<file path="config.mk">
export PLATFORM = sky130hd
export DESIGN_NAME = motor_ramp_sequencer_flat
export DESIGN_NICKNAME = d
export VERILOG_FILES = /design/src/rtl/motor_ctrl_pkg.sv /design/src/rtl/motor_ramp_sequencer_if.sv /design/src/rtl/motor_ramp_channel.sv /design/src/rtl/motor_ramp_sequencer.sv /design/src/flat_wrapper.sv
export SDC_FILE = /design/constraint.sdc
export NUM_CORES = 1
export LEC_CHECK = 0
export CORE_MARGIN = 4
export CORE_UTILIZATION = 52
export CTS_CLUSTER_SIZE = 20
export DETAILED_ROUTE_END_ITERATION = 12
export GPL_TIMING_DRIVEN = 0
export MAX_ROUTING_LAYER = met4
export PLACE_DENSITY_LB_ADDON = 0.25
export SLEW_MARGIN = 20
export SYNTH_ARGS = -nofsm -noshare
export SYNTH_HDL_FRONTEND = slang
export SYNTH_SLANG_ARGS = --single-unit
</file>
<file path="constraint.sdc">
create_clock -name PCLK -period 7.6 [get_ports PCLK]
set_input_delay 0.76 -clock PCLK [delete_from_list [all_inputs] [get_ports PCLK]]
set_output_delay 0.76 -clock PCLK [all_outputs]
set_load 0.01 [all_outputs]
</file>
<file path="src/rtl/motor_ctrl_pkg.sv">
// Shared constants for the motor ramp sequencer: register map, channel
// state codes, H-bridge input codes and default widths.
package motor_ctrl_pkg;

  localparam int DUTY_W_DEF = 10;
  localparam int DIV_W_DEF  = 16;

  // Register word index (PADDR[4:2])
  localparam logic [2:0] REG_CTRL   = 3'd0;
  localparam logic [2:0] REG_TGT_L  = 3'd1;
  localparam logic [2:0] REG_TGT_R  = 3'd2;
  localparam logic [2:0] REG_RAMP   = 3'd3;
  localparam logic [2:0] REG_DEAD   = 3'd4;
  localparam logic [2:0] REG_STATUS = 3'd5;

  // Channel states, also the value reported in STATUS
  localparam logic [1:0] ST_IDLE  = 2'd0;
  localparam logic [1:0] ST_RUN   = 2'd1;
  localparam logic [1:0] ST_RDOWN = 2'd2;
  localparam logic [1:0] ST_DEAD  = 2'd3;

  // H-bridge input pair codes
  localparam logic [1:0] AB_FWD   = 2'b10;
  localparam logic [1:0] AB_REV   = 2'b01;
  localparam logic [1:0] AB_COAST = 2'b00;

  // Bridge drive code for a direction bit (1 = reverse)
  function automatic logic [1:0] ab_for_dir(input logic dir);
    if (dir) begin
      return AB_REV;
    end else begin
      return AB_FWD;
    end
  endfunction

endpackage

</file>
<file path="src/rtl/motor_ramp_sequencer_if.sv">
// APB3 completer-side bus bundle for the motor ramp sequencer.
interface motor_ramp_sequencer_if;
  logic        PSEL;
  logic        PENABLE;
  logic        PWRITE;
  logic [31:0] PADDR;
  logic [31:0] PWDATA;
  logic [31:0] PRDATA;
  logic        PREADY;
  logic        PSLVERR;

  modport master (
    output PSEL, PENABLE, PWRITE, PADDR, PWDATA,
    input  PRDATA, PREADY, PSLVERR
  );

  modport slave (
    input  PSEL, PENABLE, PWRITE, PADDR, PWDATA,
    output PRDATA, PREADY, PSLVERR
  );
endinterface

</file>
<file path="src/rtl/motor_ramp_channel.sv">
// One motor side: ramps live duty toward target, and on a direction change
// ramps to zero, coasts for the dead time, then restarts the other way.
module motor_ramp_channel
  import motor_ctrl_pkg::*;
#(
  parameter int DUTY_W = DUTY_W_DEF,
  parameter int DIV_W  = DIV_W_DEF
) (
  input  logic              clk,
  input  logic              rst_n,
  input  logic              run_en,
  input  logic              tick,
  input  logic [7:0]        step,
  input  logic [DIV_W-1:0]  dead_cycles,
  input  logic [DUTY_W-1:0] tgt_duty,
  input  logic              tgt_dir,
  output logic [DUTY_W-1:0] duty,
  output logic [1:0]        ab,
  output logic [1:0]        st
);

  // Wide enough for duty+step without wrap, even when DUTY_W is below 8
  localparam int AW = (DUTY_W + 1 > 9) ? DUTY_W + 1 : 9;

  logic [1:0]        state_r, state_n_s;
  logic [DUTY_W-1:0] duty_r, duty_n_s;
  logic [1:0]        ab_r, ab_n_s;
  logic              dir_r, dir_n_s;
  logic [DIV_W-1:0]  dead_cnt_r, dead_n_s;

  logic [AW-1:0]     duty_x_s, tgt_x_s, step_x_s, sum_s, diff_s;
  logic              borrow_s;
  logic [DUTY_W-1:0] approach_s, rdown_s;

  // Widened operands so carry and borrow are visible
  always_comb begin
    duty_x_s = AW'(duty_r);
    tgt_x_s  = AW'(tgt_duty);
    step_x_s = AW'(step);
    sum_s    = duty_x_s + step_x_s;
    diff_s   = duty_x_s - step_x_s;
    borrow_s = (step_x_s > duty_x_s);
  end

  // One RUN tick toward the target, clamped so it never overshoots
  always_comb begin
    approach_s = duty_r;
    if (duty_x_s < tgt_x_s) begin
      if (sum_s > tgt_x_s) begin
        approach_s = tgt_duty;
      end else begin
        approach_s = sum_s[DUTY_W-1:0];
      end
    end else if (duty_x_s > tgt_x_s) begin
      if (borrow_s || (diff_s < tgt_x_s)) begin
        approach_s = tgt_duty;
      end else begin
        approach_s = diff_s[DUTY_W-1:0];
      end
    end else begin
      approach_s = duty_r;
    end
  end

  // One RDOWN tick, floored at zero
  always_comb begin
    if (borrow_s) begin
      rdown_s = {DUTY_W{1'b0}};
    end else begin
      rdown_s = diff_s[DUTY_W-1:0];
    end
  end

  // Next-state logic; a dropped run enable overrides everything
  always_comb begin
    state_n_s = state_r;
    duty_n_s  = duty_r;
    ab_n_s    = ab_r;
    dir_n_s   = dir_r;
    dead_n_s  = dead_cnt_r;
    if (!run_en) begin
      state_n_s = ST_IDLE;
      duty_n_s  = {DUTY_W{1'b0}};
      ab_n_s    = AB_COAST;
    end else begin
      case (state_r)
        ST_IDLE: begin
          state_n_s = ST_RUN;
          dir_n_s   = tgt_dir;
          ab_n_s    = ab_for_dir(tgt_dir);
          duty_n_s  = {DUTY_W{1'b0}};
        end
        ST_RUN: begin
          if (tgt_dir != dir_r) begin
            state_n_s = ST_RDOWN;
          end else if (tick) begin
            duty_n_s = approach_s;
          end else begin
            duty_n_s = duty_r;
          end
        end
        ST_RDOWN: begin
          if (tgt_dir == dir_r) begin
            state_n_s = ST_RUN;
          end else if (duty_r == {DUTY_W{1'b0}}) begin
            state_n_s = ST_DEAD;
            dead_n_s  = dead_cycles;
            ab_n_s    = AB_COAST;
          end else if (tick) begin
            duty_n_s = rdown_s;
          end else begin
            duty_n_s = duty_r;
          end
        end
        ST_DEAD: begin
          duty_n_s = {DUTY_W{1'b0}};
          if (dead_cnt_r == {DIV_W{1'b0}}) begin
            state_n_s = ST_RUN;
            dir_n_s   = tgt_dir;
            ab_n_s    = ab_for_dir(tgt_dir);
          end else begin
            dead_n_s = dead_cnt_r - DIV_W'(1);
            ab_n_s   = AB_COAST;
          end
        end
        default: begin
          state_n_s = ST_IDLE;
          duty_n_s  = {DUTY_W{1'b0}};
          ab_n_s    = AB_COAST;
        end
      endcase
    end
  end

  // Channel state and registered outputs
  always_ff @(posedge clk or negedge rst_n) begin
    if (!rst_n) begin
      state_r    <= ST_IDLE;
      duty_r     <= {DUTY_W{1'b0}};
      ab_r       <= AB_COAST;
      dir_r      <= 1'b0;
      dead_cnt_r <= {DIV_W{1'b0}};
    end else begin
      state_r    <= state_n_s;
      duty_r     <= duty_n_s;
      ab_r       <= ab_n_s;
      dir_r      <= dir_n_s;
      dead_cnt_r <= dead_n_s;
    end
  end

  assign duty = duty_r;
  assign ab   = ab_r;
  assign st   = state_r;

endmodule

</file>
<file path="src/rtl/motor_ramp_sequencer.sv">
// APB3 register file, shared ramp-tick prescaler and the two motor channels.
// The RAMP div field is 16 bits wide on the bus; DIV_W is expected <= 16.
module motor_ramp_sequencer
  import motor_ctrl_pkg::*;
#(
  parameter int DUTY_W = DUTY_W_DEF,
  parameter int DIV_W  = DIV_W_DEF
) (
  input  logic                   PCLK,
  input  logic                   PRESERN,
  motor_ramp_sequencer_if.slave  apb,
  output logic [DUTY_W-1:0]      duty_left,
  output logic [DUTY_W-1:0]      duty_right,
  output logic [3:0]             inputsAB
);

  logic              ctrl_en_r, ctrl_estop_r;
  logic [DUTY_W-1:0] tgt_l_duty_r, tgt_r_duty_r;
  logic              tgt_l_dir_r, tgt_r_dir_r;
  logic [DIV_W-1:0]  ramp_div_r;
  logic [7:0]        ramp_step_r;
  logic [DIV_W-1:0]  dead_r;
  logic [DIV_W-1:0]  presc_r;

  logic [2:0]        reg_idx_s;
  logic              mapped_s, wr_s, tick_s, run_en_s;
  logic [31:0]       rdata_s;
  logic [DUTY_W-1:0] duty_l_s, duty_r_s;
  logic [1:0]        ab_l_s, ab_r_s, st_l_s, st_r_s;
  logic              unused_bus_s;

  assign reg_idx_s    = apb.PADDR[4:2];
  assign mapped_s     = (reg_idx_s <= REG_STATUS);
  assign wr_s         = apb.PSEL & apb.PENABLE & apb.PWRITE;
  assign run_en_s     = ctrl_en_r & ~ctrl_estop_r;
  assign tick_s       = ctrl_en_r & (presc_r == ramp_div_r);
  assign unused_bus_s = ^{apb.PADDR, apb.PWDATA};

  assign apb.PREADY  = 1'b1;
  assign apb.PSLVERR = apb.PSEL & apb.PENABLE & ~mapped_s;
  assign apb.PRDATA  = rdata_s;

  // Register writes; STATUS and unmapped offsets leave state untouched
  always_ff @(posedge PCLK or negedge PRESERN) begin
    if (!PRESERN) begin
      ctrl_en_r    <= 1'b0;
      ctrl_estop_r <= 1'b0;
      tgt_l_duty_r <= {DUTY_W{1'b0}};
      tgt_l_dir_r  <= 1'b0;
      tgt_r_duty_r <= {DUTY_W{1'b0}};
      tgt_r_dir_r  <= 1'b0;
      ramp_div_r   <= {DIV_W{1'b0}};
      ramp_step_r  <= 8'd0;
      dead_r       <= {DIV_W{1'b0}};
    end else if (wr_s) begin
      case (reg_idx_s)
        REG_CTRL: begin
          ctrl_en_r    <= apb.PWDATA[0];
          ctrl_estop_r <= apb.PWDATA[1];
        end
        REG_TGT_L: begin
          tgt_l_duty_r <= apb.PWDATA[DUTY_W-1:0];
          tgt_l_dir_r  <= apb.PWDATA[31];
        end
        REG_TGT_R: begin
          tgt_r_duty_r <= apb.PWDATA[DUTY_W-1:0];
          tgt_r_dir_r  <= apb.PWDATA[31];
        end
        REG_RAMP: begin
          ramp_div_r  <= apb.PWDATA[DIV_W-1:0];
          ramp_step_r <= apb.PWDATA[23:16];
        end
        REG_DEAD: begin
          dead_r <= apb.PWDATA[DIV_W-1:0];
        end
        default: begin
          ctrl_en_r <= ctrl_en_r;
        end
      endcase
    end
  end

  // Ramp-tick prescaler: counts 0..div, held clear while disabled
  always_ff @(posedge PCLK or negedge PRESERN) begin
    if (!PRESERN) begin
      presc_r <= {DIV_W{1'b0}};
    end else if (!ctrl_en_r) begin
      presc_r <= {DIV_W{1'b0}};
    end else if (presc_r == ramp_div_r) begin
      presc_r <= {DIV_W{1'b0}};
    end else begin
      presc_r <= presc_r + DIV_W'(1);
    end
  end

  // Combinational read mux; unmapped offsets read as zero
  always_comb begin
    rdata_s = 32'd0;
    case (reg_idx_s)
      REG_CTRL: begin
        rdata_s[1:0] = {ctrl_estop_r, ctrl_en_r};
      end
      REG_TGT_L: begin
        rdata_s[DUTY_W-1:0] = tgt_l_duty_r;
        rdata_s[31]         = tgt_l_dir_r;
      end
      REG_TGT_R: begin
        rdata_s[DUTY_W-1:0] = tgt_r_duty_r;
        rdata_s[31]         = tgt_r_dir_r;
      end
      REG_RAMP: begin
        rdata_s[DIV_W-1:0] = ramp_div_r;
        rdata_s[23:16]     = ramp_step_r;
      end
      REG_DEAD: begin
        rdata_s[DIV_W-1:0] = dead_r;
      end
      REG_STATUS: begin
        rdata_s[DUTY_W-1:0]  = duty_l_s;
        rdata_s[DUTY_W+15:16] = duty_r_s;
        rdata_s[31:30]       = st_l_s;
        rdata_s[29:28]       = st_r_s;
      end
      default: begin
        rdata_s = 32'd0;
      end
    endcase
  end

  motor_ramp_channel #(.DUTY_W(DUTY_W), .DIV_W(DIV_W)) u_left (
    .clk         (PCLK),
    .rst_n       (PRESERN),
    .run_en      (run_en_s),
    .tick        (tick_s),
    .step        (ramp_step_r),
    .dead_cycles (dead_r),
    .tgt_duty    (tgt_l_duty_r),
    .tgt_dir     (tgt_l_dir_r),
    .duty        (duty_l_s),
    .ab          (ab_l_s),
    .st          (st_l_s)
  );

  motor_ramp_channel #(.DUTY_W(DUTY_W), .DIV_W(DIV_W)) u_right (
    .clk         (PCLK),
    .rst_n       (PRESERN),
    .run_en      (run_en_s),
    .tick        (tick_s),
    .step        (ramp_step_r),
    .dead_cycles (dead_r),
    .tgt_duty    (tgt_r_duty_r),
    .tgt_dir     (tgt_r_dir_r),
    .duty        (duty_r_s),
    .ab          (ab_r_s),
    .st          (st_r_s)
  );

  assign duty_left  = duty_l_s;
  assign duty_right = duty_r_s;
  assign inputsAB   = {ab_r_s, ab_l_s};

endmodule
</file>
<file path="src/flat_wrapper.sv">
// flat-port wrapper written by rule: the top's interface ports become plain ports
module motor_ramp_sequencer_flat import motor_ctrl_pkg::*;
#(
  parameter int DUTY_W = DUTY_W_DEF,
  parameter int DIV_W  = DIV_W_DEF
)
  (PCLK, PRESERN, duty_left, duty_right, inputsAB, apb_PSEL, apb_PENABLE, apb_PWRITE, apb_PADDR, apb_PWDATA, apb_PRDATA, apb_PREADY, apb_PSLVERR);
  motor_ramp_sequencer_if apb_i ();
  input  logic PCLK;
  input  logic PRESERN;
  output logic [DUTY_W-1:0] duty_left;
  output logic [DUTY_W-1:0] duty_right;
  output logic [3:0] inputsAB;
  input wire logic [$bits(apb_i.PSEL)-1:0] apb_PSEL;
  input wire logic [$bits(apb_i.PENABLE)-1:0] apb_PENABLE;
  input wire logic [$bits(apb_i.PWRITE)-1:0] apb_PWRITE;
  input wire logic [$bits(apb_i.PADDR)-1:0] apb_PADDR;
  input wire logic [$bits(apb_i.PWDATA)-1:0] apb_PWDATA;
  output wire logic [$bits(apb_i.PRDATA)-1:0] apb_PRDATA;
  output wire logic [$bits(apb_i.PREADY)-1:0] apb_PREADY;
  output wire logic [$bits(apb_i.PSLVERR)-1:0] apb_PSLVERR;
  assign apb_i.PSEL = apb_PSEL;
  assign apb_i.PENABLE = apb_PENABLE;
  assign apb_i.PWRITE = apb_PWRITE;
  assign apb_i.PADDR = apb_PADDR;
  assign apb_i.PWDATA = apb_PWDATA;
  assign apb_PRDATA = apb_i.PRDATA;
  assign apb_PREADY = apb_i.PREADY;
  assign apb_PSLVERR = apb_i.PSLVERR;
  motor_ramp_sequencer #(.DUTY_W(DUTY_W), .DIV_W(DIV_W)) u_core (.PCLK(PCLK), .PRESERN(PRESERN), .apb(apb_i), .duty_left(duty_left), .duty_right(duty_right), .inputsAB(inputsAB));
endmodule
</file>
==> results.sh <==
export IMPL_ys_warnings_count=0
export IMPL_run_status="completed"
export IMPL_synthCells=1266
export IMPL_synthAdderAreaFrac_pct=12.2
export IMPL_syn_to_final_growth_pct=17.0
export IMPL_synthXorXnorAreaFrac_pct=4.38
export IMPL_yosysTopAreaCell="dfrtp_1"
export IMPL_worst_pin_slew_ns=1.03
export IMPL_cp_slowest_stage_delay_ns=0.59
export IMPL_p_leak_nw=5.48
export IMPL_cts_tree="yes"
export IMPL_syn_area_um2=11000
export IMPL_row_count=52
export IMPL_crit_chain="inv_1 > ha_1 > nand2b_1 > a221oi_1 > o41a_1 > a21oi_1 > xor2_1 > ha_1 > o21ai_0 > a21oi_1 > o21ai_0 > a211o_1 > o211ai_1 > and2_1 > clkbuf_1 > nand3_1 > a31oi_1"
export IMPL_dr_total_vias=10500
export IMPL_via_per_inst=6.34
export IMPL_tns_ns=0
export IMPL_drv_cap=0
export IMPL_cts_hold_buf=0
export IMPL_synth_top_family_by_area="compound AO/OA/AOI/OAI gates"
export IMPL_wirelength_mm=35.0
export IMPL_cts_path_max_buffers=2
export IMPL_ys_seq_area_share_pct=32.3
export IMPL_die_h_um=153
export IMPL_synth_simple_area_share_pct=18.1
export IMPL_drive_above_1_share_pct=7.51
export IMPL_timing_fmax_mhz=205
export IMPL_rsz0062_at_grt="no"
export IMPL_synth_most_common_cell="dfrtp_1"
export IMPL_synth_ff_type="dfrtp_1"
export IMPL_place_ws_ns=2.95
export IMPL_grt_usage_pct=30.3
export IMPL_grt_ovfl_total=0
export IMPL_io_buffers=85
export IMPL_grt_pass1_wl_mm=55.5
export IMPL_finalInstanceArea_um2=12900
export IMPL_grt_pass1_vias=10000
export IMPL_instances_no_fill=1655
export IMPL_dp_cells=1623
export IMPL_fin_crit_sh_pct=64.2
export IMPL_critPathSlowestCell="dfrtp_1"
export IMPL_grt_start_max_net_pins=74
export IMPL_power_density_nw_per_um2=243
export IMPL_start_util_pct=53.6
export IMPL_utilization_pct=62.8
export IMPL_ys_types=80
export IMPL_synthMuxAreaShare_pct=5.59
export IMPL_syn_avg_cell_area_um2=8.68
export IMPL_dieArea_um2=23500
export IMPL_cts_buffers_inserted=17
export IMPL_async_flop_share_pct=100
export IMPL_cp_end_kind="register"
export IMPL_worst_path_max_fanout=10
export IMPL_cp_start_kind="register"
export IMPL_firstDrtPassIters=6
export IMPL_synth_compound_area_share_pct=22.4
export IMPL_slew_violations=0
export IMPL_die_x_um=153
export IMPL_hp_class="primary input to asynchronous set/reset pin"
export IMPL_clock_sinks=142
export IMPL_period_minus_slack_ns=4.88
export IMPL_final_nets=1546
export IMPL_crit_required_ns=7.94
export IMPL_fin_ws_ns=2.72
export IMPL_htreeDepth=4
export IMPL_post_cts_resized=0
export IMPL_setup_violations=0
export IMPL_finClkSkew_ns=0.0127
export IMPL_worst_ep_arrival_time_ns=5.22
export IMPL_clk_pin_slew_ns=0.07
export IMPL_n_antenna_cell=0
export IMPL_hold_viol=0
export IMPL_synth_seq_cells=142
export IMPL_top_level_ports=127
export IMPL_relSlewSlack_pct=30.6
export IMPL_post_dp_cell_area_um2=12200
export IMPL_synth_top_cells_by_count="dfrtp_1 (142), o21ai_0 (110), ha_1 (101)"
export IMPL_critPathKind="register to register"
export IMPL_gp_congestion=0.990
export IMPL_drc=0
export IMPL_ir_worst_vdd_mv=0.173
export IMPL_n_fill_cell=1790
export IMPL_post_cts_buffers=0
export IMPL_cts_root_buf="clkbuf_16"
export IMPL_clk_latency_ns=0.44
export IMPL_synth_edff_count=0
export IMPL_core_area_um2=20500
export IMPL_antenna_found_initial=0
export IMPL_drt_iter0_drc=1037
export IMPL_route_detailed_wl_per_inst_um=21.2
export IMPL_ant_nets=0
export IMPL_dp_hpwl_mm=26.4
export IMPL_yosys_top_cells_area="dfrtp_1 (32%), ha_1 (11%), o21ai_0 (5.0%)"
export IMPL_synth_top_area_share_pct=32.3
[layer usage]
metal	share of wire (%)	track usage, %	vias up
met5	0	-	-
met4	3.4	10.1	0
met3	8.7	5.03	79
met2	44	45.4	484
met1	44	42.0	5069
li1	-	-	4858
[per-stage QoR]
step                power, mW  hold WS [ns]
detailed placement       2.17         0.498
global route             3.31         0.313
CTS                      3.10         0.301
global placement         2.14         0.486
floorplan                1.78         0.461
finish                   3.13         0.237
[cell usage in the layout (no fill, tap or decap), drive strengths merged, types with 15 or more instances in the layout]
cell           instances
dfrtp                142
o21ai                112
ha                   101
nor2                  93
nand2                 91
a21oi                 88
clkdlybuf4s50         84
inv                   84
clkbuf                69
mux2                  43
xnor2                 38
a22oi                 33
nand3                 32
nor3                  29
nor2b                 24
o22ai                 24
nand4                 19
or3                   19
xor2                  17
nand2b                16
a221oi                15
[final timing paths]
kind	from	to	slack [ns]	cells after the start
max reg2reg	u_core.ramp_step_r[1]	u_core.u_left.duty[6]	2.72	17
min reg2reg	u_core.u_left.dead_cnt_r[6]	u_core.u_left.dead_cnt_r[6]	0.51	2
max	u_core.ramp_step_r[1]	u_core.u_left.duty[6]	2.72	17
max in group asynchronous	PRESERN	u_core.u_left.st[0]	6.60	2
min	PRESERN	u_core.u_left.duty[2]	0.24	1
min in group PCLK	u_core.u_left.dead_cnt_r[6]	u_core.u_left.dead_cnt_r[6]	0.51	2
[critical path: cells and delay by family, from the launching register on]
family	cells	cell delay [ns]
and+or+nand+nor	3	0.54
AOI/OAI and AO/OA	9	2.12
DFF	1	0.59
adders and majority gates	2	0.67
buffers and inverters	2	0.68
xor gates and xnor gates	1	0.17
[power by group]
part           internal, mW  switching [mW]  total [mW]
Sequential            0.855           0.159        1.01
Clock                 0.537           0.394       0.931
Combinational         0.490           0.695        1.18
[cell families (layout without fill, tap and decap cells)]
family / Yosys count / count (layout)
other: 2 / 3
flip-flops: 142 / 142
AND/OR/NAND/NOR: 390 / 390
XOR/XNOR: 55 / 55
AO/OA/AOI/OAI: 378 / 378
adder cells (fa/ha/maj): 105 / 105
multiplexers: 56 / 56
buffers and inverters: 138 / 256
[cell type report]
class / count / area [um^2] / area share, %
buffer: 63 / 258 / 2.00
clock buffer: 17 / 425 / 3.31
clock inverter: 15 / 215 / 1.67
inverter: 75 / 282 / 2.19
multi-input combinational: 987 / 6910 / 53.7
sequential: 142 / 3550 / 27.6
tap: 270 / 338 / 2.63
timing repair buffer: 86 / 883 / 6.87
[sequential cells by signal (all words and copies together), names as in the netlist]
signal	count
u_core.dead_r	16
u_core.presc_r	16
u_core.ramp_div_r	16
u_core.u_left.dead_cnt_r	16
u_core.u_right.dead_cnt_r	16
u_core.tgt_l_duty_r	10
u_core.tgt_r_duty_r	10
u_core.u_left.duty	10
u_core.u_right.duty	10
u_core.ramp_step_r	8
u_core.u_left.ab	2
u_core.u_left.st	2
u_core.u_right.ab	2
u_core.u_right.st	2
u_core.ctrl_en_r	1
u_core.ctrl_estop_r	1
u_core.tgt_l_dir_r	1
u_core.tgt_r_dir_r	1
u_core.u_left.dir_r	1
u_core.u_right.dir_r	1
Note: power is estimated with default switching activity, not from simulation.
